## config.mk

```make
export PLATFORM = sky130hd
export DESIGN_NAME = uart_wb_bridge
export DESIGN_NICKNAME = d
export VERILOG_FILES = /design/src/rtl/uart_wb_bridge_pkg.sv /design/src/rtl/uart_wb_bridge_phy.sv /design/src/rtl/uart_wb_bridge.sv
export SDC_FILE = /design/constraint.sdc
export NUM_CORES = 1
export LEC_CHECK = 0
export CAP_MARGIN = 40
export CORE_MARGIN = 2
export CORE_UTILIZATION = 51
export DETAILED_ROUTE_END_ITERATION = 16
export PLACE_DENSITY_LB_ADDON = 0.3
export SETUP_SLACK_MARGIN = 0.4
export SLEW_MARGIN = 5
export SYNTH_ARGS = -nofsm -noshare
export SYNTH_HDL_FRONTEND = slang
export SYNTH_SLANG_ARGS = --single-unit
```

## constraint.sdc

```tcl
create_clock -name clk -period 2.5 [get_ports clk]
set_input_delay 0.375 -clock clk [delete_from_list [all_inputs] [get_ports clk]]
set_output_delay 0.375 -clock clk [all_outputs]
set_load 0.02 [all_outputs]
```

## src/rtl/uart_wb_bridge_pkg.sv

```systemverilog
// uart_wb_bridge_pkg: command codes, core FSM states and the error-read word.
package uart_wb_bridge_pkg;
  localparam logic [7:0] CMD_WRITE = 8'h01;
  localparam logic [7:0] CMD_READ = 8'h02;
  localparam logic [31:0] ERR_READ = 32'hFFFF_FFFF;
  typedef enum logic [2:0] {
    ST_IDLE, ST_LEN, ST_ADDR, ST_WDATA, ST_WB_WR, ST_WB_RD, ST_TX_DATA
  } state_t;
endpackage

```

## src/rtl/uart_wb_bridge_phy.sv

```systemverilog
// uart_wb_bridge_phy: 8N1 UART receiver (glitch and framing checks) and transmitter.
module uart_wb_bridge_phy #(
  parameter int CLK_DIV = 868
) (
  input  logic       clk,
  input  logic       rst_n,
  input  logic       rx,
  output logic       tx,
  output logic [7:0] rx_data,
  output logic       rx_valid,
  output logic       rx_frame_err,
  input  logic [7:0] tx_data,
  input  logic       tx_valid,
  output logic       tx_ready
);
  logic [1:0] r_sync;
  logic r_rx_busy;
  logic [3:0] r_rx_bit;
  logic [15:0] r_rx_cnt;
  logic [7:0] r_rx_sh;
  logic r_tx_busy;
  logic [3:0] r_tx_bit;
  logic [15:0] r_tx_cnt;
  logic [9:0] r_tx_sh;
  logic w_rx, w_half, w_full, w_tx_last;
  assign w_rx = r_sync[1];
  assign w_half = r_rx_bit == 4'd0 && r_rx_cnt == 16'(CLK_DIV / 2 - 1);
  assign w_full = r_rx_bit != 4'd0 && r_rx_cnt == 16'(CLK_DIV - 1);
  assign rx_data = r_rx_sh;
  always_ff @(posedge clk or negedge rst_n)
    if (!rst_n) begin
      r_sync <= 2'b11;
      r_rx_busy <= 1'b0;
      r_rx_bit <= '0;
      r_rx_cnt <= '0;
      r_rx_sh <= '0;
      rx_valid <= 1'b0;
      rx_frame_err <= 1'b0;
    end else begin
      r_sync <= {r_sync[0], rx};
      rx_valid <= 1'b0;
      rx_frame_err <= 1'b0;
      if (!r_rx_busy) begin
        r_rx_busy <= !w_rx;
        r_rx_cnt <= '0;
        r_rx_bit <= '0;
      end else if (w_half || w_full) begin
        r_rx_cnt <= '0;
        r_rx_bit <= r_rx_bit + 4'd1;
        if (w_half && w_rx) r_rx_busy <= 1'b0;
        if (w_full && r_rx_bit < 4'd9) r_rx_sh <= {w_rx, r_rx_sh[7:1]};
        if (w_full && r_rx_bit == 4'd9) begin
          r_rx_busy <= 1'b0;
          rx_valid <= w_rx;
          rx_frame_err <= !w_rx;
        end
      end else r_rx_cnt <= r_rx_cnt + 16'd1;
    end
  // Ready in the last stop-bit cycle so queued bytes go out back-to-back.
  assign w_tx_last = r_tx_busy && r_tx_bit == 4'd9 && r_tx_cnt == 16'(CLK_DIV - 1);
  assign tx_ready = !r_tx_busy || w_tx_last;
  assign tx = r_tx_busy ? r_tx_sh[0] : 1'b1;
  always_ff @(posedge clk or negedge rst_n)
    if (!rst_n) begin
      r_tx_busy <= 1'b0;
      r_tx_bit <= '0;
      r_tx_cnt <= '0;
      r_tx_sh <= '1;
    end else if (tx_valid && tx_ready) begin
      r_tx_busy <= 1'b1;
      r_tx_bit <= '0;
      r_tx_cnt <= '0;
      r_tx_sh <= {1'b1, tx_data, 1'b0};
    end else if (r_tx_busy) begin
      if (r_tx_cnt == 16'(CLK_DIV - 1)) begin
        r_tx_cnt <= '0;
        r_tx_bit <= r_tx_bit + 4'd1;
        r_tx_sh <= {1'b1, r_tx_sh[9:1]};
        r_tx_busy <= r_tx_bit != 4'd9;
      end else r_tx_cnt <= r_tx_cnt + 16'd1;
    end
endmodule

```

## src/rtl/uart_wb_bridge.sv

```systemverilog
// uart_wb_bridge: UART command decoder driving single-word Wishbone classic accesses.
module uart_wb_bridge
  import uart_wb_bridge_pkg::*;
#(
  parameter int CLK_DIV = 868,
  parameter int ADDR_WIDTH = 30,
  parameter int RX_TIMEOUT = 1000000,
  parameter int ACK_TIMEOUT = 4096
) (
  input  logic                  clk,
  input  logic                  rst_n,
  input  logic                  uart_rx,
  output logic                  uart_tx,
  output logic [ADDR_WIDTH-1:0] wb_adr,
  output logic [31:0]           wb_dat_w,
  input  logic [31:0]           wb_dat_r,
  output logic [3:0]            wb_sel,
  output logic                  wb_cyc,
  output logic                  wb_stb,
  output logic                  wb_we,
  input  logic                  wb_ack
);
  state_t r_state, w_next;
  logic r_rd;
  logic [7:0] r_len;
  logic [ADDR_WIDTH-1:0] r_adr;
  logic [31:0] r_dat;
  logic [1:0] r_bcnt;
  logic [31:0] r_to;
  logic [7:0] w_rx_data;
  logic w_rx_valid, w_rx_err, w_tx_ready, w_tx_valid, w_tx_go;
  logic w_bus, w_rx_st, w_done;
  uart_wb_bridge_phy #(.CLK_DIV(CLK_DIV)) u_phy (
    .clk(clk), .rst_n(rst_n), .rx(uart_rx), .tx(uart_tx),
    .rx_data(w_rx_data), .rx_valid(w_rx_valid), .rx_frame_err(w_rx_err),
    .tx_data(r_dat[31:24]), .tx_valid(w_tx_valid), .tx_ready(w_tx_ready)
  );
  assign w_bus = r_state == ST_WB_WR || r_state == ST_WB_RD;
  assign w_rx_st = r_state == ST_LEN || r_state == ST_ADDR || r_state == ST_WDATA;
  assign w_done = w_bus && (wb_ack || r_to == 32'(ACK_TIMEOUT - 1));
  assign w_tx_valid = r_state == ST_TX_DATA;
  assign w_tx_go = w_tx_valid && w_tx_ready;
  assign wb_cyc = w_bus;
  assign wb_stb = w_bus;
  assign wb_we = r_state == ST_WB_WR;
  assign wb_sel = {4{w_bus}};
  assign wb_adr = r_adr;
  assign wb_dat_w = r_dat;
  always_comb begin
    w_next = r_state;
    case (r_state)
      ST_IDLE: if (w_rx_valid && (w_rx_data == CMD_WRITE || w_rx_data == CMD_READ)) w_next = ST_LEN;
      ST_LEN: if (w_rx_valid) w_next = w_rx_data == 8'd0 ? ST_IDLE : ST_ADDR;
      ST_ADDR: if (w_rx_valid && r_bcnt == 2'd3) w_next = r_rd ? ST_WB_RD : ST_WDATA;
      ST_WDATA: if (w_rx_valid && r_bcnt == 2'd3) w_next = ST_WB_WR;
      ST_WB_WR: if (w_done) w_next = r_len == 8'd1 ? ST_IDLE : ST_WDATA;
      ST_WB_RD: if (w_done) w_next = ST_TX_DATA;
      ST_TX_DATA: if (w_tx_go && r_bcnt == 2'd3) w_next = r_len == 8'd0 ? ST_IDLE : ST_WB_RD;
      default: w_next = ST_IDLE;
    endcase
    if (w_rx_st && (w_rx_err || (!w_rx_valid && r_to == 32'(RX_TIMEOUT - 1)))) w_next = ST_IDLE;
  end
  always_ff @(posedge clk or negedge rst_n)
    if (!rst_n) r_state <= ST_IDLE;
    else r_state <= w_next;
  // r_to times both the inter-byte gap and the outstanding bus cycle.
  always_ff @(posedge clk or negedge rst_n)
    if (!rst_n) begin
      r_rd <= 1'b0;
      r_len <= '0;
      r_adr <= '0;
      r_dat <= '0;
      r_bcnt <= '0;
      r_to <= '0;
    end else begin
      r_to <= (w_next != r_state || (w_rx_valid && w_rx_st)) ? '0 : r_to + 32'd1;
      if (r_state == ST_IDLE) r_bcnt <= '0;
      else if (w_tx_go || (w_rx_valid && (r_state == ST_ADDR || r_state == ST_WDATA))) r_bcnt <= r_bcnt + 2'd1;
      if (w_rx_valid && r_state == ST_IDLE) r_rd <= w_rx_data == CMD_READ;
      if (w_rx_valid && r_state == ST_LEN) r_len <= w_rx_data;
      if (w_rx_valid && r_state == ST_ADDR) r_adr <= ADDR_WIDTH'({r_adr, w_rx_data});
      if (w_rx_valid && r_state == ST_WDATA) r_dat <= {r_dat[23:0], w_rx_data};
      if (w_tx_go) r_dat <= {r_dat[23:0], 8'h00};
      if (w_done) begin
        r_len <= r_len - 8'd1;
        r_adr <= r_adr + ADDR_WIDTH'(1);
        if (r_state == ST_WB_RD) r_dat <= wb_ack ? wb_dat_r : ERR_READ;
      end
    end
endmodule
```

==> results of run 1 <==
[synth_stat cells, types with 7 or more instances]
| master | n |
|---|---|
| a21oi_1 | 30 |
| nor2b_1 | 7 |
| and2_1 | 8 |
| xor2_1 | 34 |
| mux2_2 | 8 |
| clkbuf_1 | 41 |
| dfstp_2 | 11 |
| a311oi_1 | 7 |
| inv_1 | 18 |
| nor3_1 | 21 |
| and4_1 | 8 |
| ha_1 | 13 |
| o21a_1 | 8 |
| mux2i_1 | 12 |
| nand2_1 | 138 |
| o211ai_1 | 7 |
| xnor2_1 | 25 |
| o311ai_0 | 8 |
| a211oi_1 | 14 |
| nand4_1 | 16 |
| a31oi_1 | 39 |
| dfrtp_1 | 160 |
| nor4_1 | 15 |
| o21ai_0 | 36 |
| and3_1 | 24 |
| nor2_1 | 137 |
| nor2_2 | 10 |
| nand3_1 | 42 |
[per-layer routing]
| layer | vias to the layer above | global-route usage (%) |
|---|---|---|
| met1 | 4393 | 34.7 |
| li1 | 3880 | - |
| met2 | 524 | 43.9 |
| met5 | - | 0 |
| met3 | 153 | 4.34 |
| met4 | 0 | 7.00 |
[critical path: cells and delay by family (launching register included)]
family                 cells  cell delay, ns
and+or+nand+nor            5            0.89
AOI/OAI and AO/OA          2            0.70
buffers and inverters      3            0.56
DFF                        1            0.45
[placed cells by master (no fill, tap or decap), drive strengths merged, types with 4 or more instances in the layout]
master	netlist	final
mux2	8	8
nor2	147	147
o21ai	36	36
and4	8	8
nand4	16	16
clkdlybuf4s15	0	7
clkbuf	41	27
and3	24	24
a311oi	7	7
xnor2	25	25
o21a	8	8
nor3b	4	4
a211oi	15	15
xor2	34	34
o211ai	7	7
and2	8	8
dfstp	11	11
bufinv	0	6
a31oi	39	39
nor4	16	16
buf	9	150
o311ai	8	8
inv	18	20
or3	5	5
a21oi	30	30
nand2	138	138
dfrtp	160	160
nand2b	5	5
nor2b	7	7
clkdlybuf4s50	0	96
mux2i	12	12
nor3	22	22
nand3	42	42
ha	13	13
[cells by family after synthesis]
| kind of cell | synth area share, % |
|---|---|
| muxes | 2.37 |
| and+or+nand+nor | 25.0 |
| buffers and inverters | 3.36 |
| adders and majority gates | 1.84 |
| AOI/OAI and AO/OA | 13.1 |
| DFF | 48.5 |
| xor gates and xnor gates | 5.84 |
[area by class of cell]
cell class | instances | area (um2)
multi-input combinational | 728 | 5330
sequential | 171 | 4290
fill | 987 | 3790
timing repair buffer | 262 | 2660
clock buffer | 20 | 457
tap | 225 | 282
clock inverter | 12 | 234
inverter | 18 | 67.6
[final timing paths]
path / slack (ns) / from / endpoint
min: 0.35 / uart_rx / u_phy.r_sync[0]
max reg2reg: -0.26 / u_phy.r_tx_cnt[12] / wb_dat_w[24]
max in group asynchronous: 1.19 / rst_n / u_phy.r_tx_sh[6]
min reg2reg: 0.36 / u_phy.r_sync[0] / u_phy.r_sync[1]
min in group asynchronous: 0.53 / rst_n / r_to[27]
max: -0.26 / u_phy.r_tx_cnt[12] / wb_dat_w[24]
[through the flow]
stage               TNS (ns)  hold WS (ns)
floorplan            -0.0276        0.0794
global placement           0         0.347
detailed placement     -1.24         0.351
CTS                   -0.116         0.334
global route           -7.59         0.345
finish                 -3.79         0.345
[state kept, by name, indices dropped and copies added (netlist names), 2 cells and up]
register	count
u_phy.rx_data	8
wb_dat_w	32
r_state	3
u_phy.r_tx_sh	9
r_len	8
wb_adr	30
u_phy.r_tx_bit	4
u_phy.r_rx_bit	4
r_bcnt	2
u_phy.r_sync	2
u_phy.r_rx_cnt	16
r_to	32
u_phy.r_tx_cnt	16
[report_power, final]
group / switching [W] / internal (W)
Sequential: 0.00000132 / 0.00277
Clock: 0.00120 / 0.00195
Combinational: 0.0000707 / 0.0000601
[repair_timing]
item                       CTS  global route
hold buffers                 1             0
setup endpoints to repair  145           153
setup buffers               16            47
resized for setup           52           288
hold endpoints to repair    23             0
cloned                       0            11
pin swaps                   13           122
==> impl_metrics.env, run 1 <==
export IMPL_area_delta_synth_final_pct=50.5
export IMPL_grt_max_degree=69
export IMPL_gp_congestion=0.841
export IMPL_synth_fp_nets=1016
export IMPL_violations="negative setup slack"
export IMPL_cp_start_kind="flip-flop"
export IMPL_synth_cell_types=69
export IMPL_leakage_nw=5.62
export IMPL_fin_worst_skew_ns=0.0141
export IMPL_power_total_w=0.00605
export IMPL_drtPass1Iterations=7
export IMPL_rr_worst_depth=10
export IMPL_layout_drive_gt1_share_pct=34.2
export IMPL_io_pins=106
export IMPL_routedWlPerCell_um=21.4
export IMPL_fin_ws_ns=-0.257
export IMPL_syn_avg_cell_area_um2=9.16
export IMPL_placed_cell_area_mm2=0.0107
export IMPL_fin_area_mm2=0.0133
export IMPL_setup_viol_count_final=37
export IMPL_ys_warnings_count=0
export IMPL_netlist_area_leader_share_pct=45.2
export IMPL_synth_seq_cells=171
export IMPL_highest_layer="met4"
export IMPL_crit_arrival_ns=3.03
export IMPL_crit_path_end_kind="flip-flop"
export IMPL_vias_per_cell=6.23
export IMPL_coreArea_mm2=0.0171
export IMPL_synth_edf_count=0
export IMPL_synth_ff_type="dfrtp_1"
export IMPL_first_iter_violations=852
export IMPL_grt_use_total_pct=26.0
export IMPL_layout_nets=1247
export IMPL_p_per_area_mw_per_mm2=454
export IMPL_fp_row_count=48
export IMPL_clock_sinks=171
export IMPL_report_final_slew_viol_count=0
export IMPL_worst_hold_path_type="input pin to flip-flop"
export IMPL_diodes=0
export IMPL_antenna_found_initial=1
export IMPL_post_dp_hpwl_um=15200
export IMPL_dieArea_mm2=0.0184
export IMPL_start_util_pct=51.7
export IMPL_wl_met1_um=11500
export IMPL_cts_inserted_buffers=17
export IMPL_grt_pass1_wl_um=38400
export IMPL_drc_errors=0
export IMPL_timing_slew_headroom_pct=52.9
export IMPL_clockRootBuffer="clkbuf_16"
export IMPL_clkLatencyLatePin_ns=0.43
export IMPL_whs_path_depth=1
export IMPL_path_cells="nor4_1 > nand4_1 > buf_6 > o31ai_4 > buf_4 > nand2_4 > nand2_4 > buf_12 > nand2_1 > a31oi_1"
export IMPL_min_period_over_period_pct=110
export IMPL_vias=8950
export IMPL_ir_drop_uv=557
export IMPL_maxCapViolCount=0
export IMPL_path_class="flip-flop to flip-flop"
export IMPL_routed_wl_met2_um=15400
export IMPL_async_flop_share_pct=100
export IMPL_crit_required_ns=2.77
export IMPL_ctsLongestPathBuffers=2
export IMPL_yosysTopAreaCell="dfrtp_1"
export IMPL_cts_clk_slew_worst_paths_ns=0.07
export IMPL_ant_nets=0
export IMPL_syn_area_mm2=0.00885
export IMPL_status="finished with violations"
export IMPL_synthCells=967
export IMPL_h_tree_depth=4
export IMPL_pre_cts_ws_ns=-0.0593
export IMPL_yosys_top_cells_area="dfrtp_1 45%, nand2_1 5.9%, nor2_1 5.8%"
export IMPL_rsz0062_at_grt="yes"
export IMPL_place_inst=1329
export IMPL_port_buffers=105
export IMPL_grt_overflow_total=0
export IMPL_slowest_stage="dfrtp_1"
export IMPL_final_cells=1436
export IMPL_die_x_um=136
export IMPL_cpMostUsedCell="nand2_4"
export IMPL_worstPathMaxFanout=12
export IMPL_hold_viol_final=0
export IMPL_cp_slowest_stage_delay_ns=0.45
export IMPL_cts_tree="done"
export IMPL_period_needed_ns=2.76
export IMPL_die_y_um=136
export IMPL_wl_um=30700
export IMPL_max_clock_freq_ghz=0.363
export IMPL_yosysSeqAreaShare_pct=48.5
export IMPL_tightest_slew_ns=0.706
export IMPL_grt_pass1_vias=7781
export IMPL_routed_wl_met3_um=2310
export IMPL_postLayoutCoreUtil_pct=77.8
No activity file was read; power rests on OpenSTA's default activity.
==> run 2: changes to the inputs <==
--- a/config.mk
+++ b/config.mk
@@ -5,9 +5,9 @@
 export SDC_FILE = /design/constraint.sdc
 export NUM_CORES = 1
 export LEC_CHECK = 0
-export CAP_MARGIN = 40
 export CORE_MARGIN = 2
 export CORE_UTILIZATION = 51
+export CTS_CLUSTER_SIZE = 30
 export DETAILED_ROUTE_END_ITERATION = 16
 export PLACE_DENSITY_LB_ADDON = 0.3
 export SETUP_SLACK_MARGIN = 0.4
==> results of run 2 <==
Same layout as run 1: the final DEF is identical, and so are final timing and power.
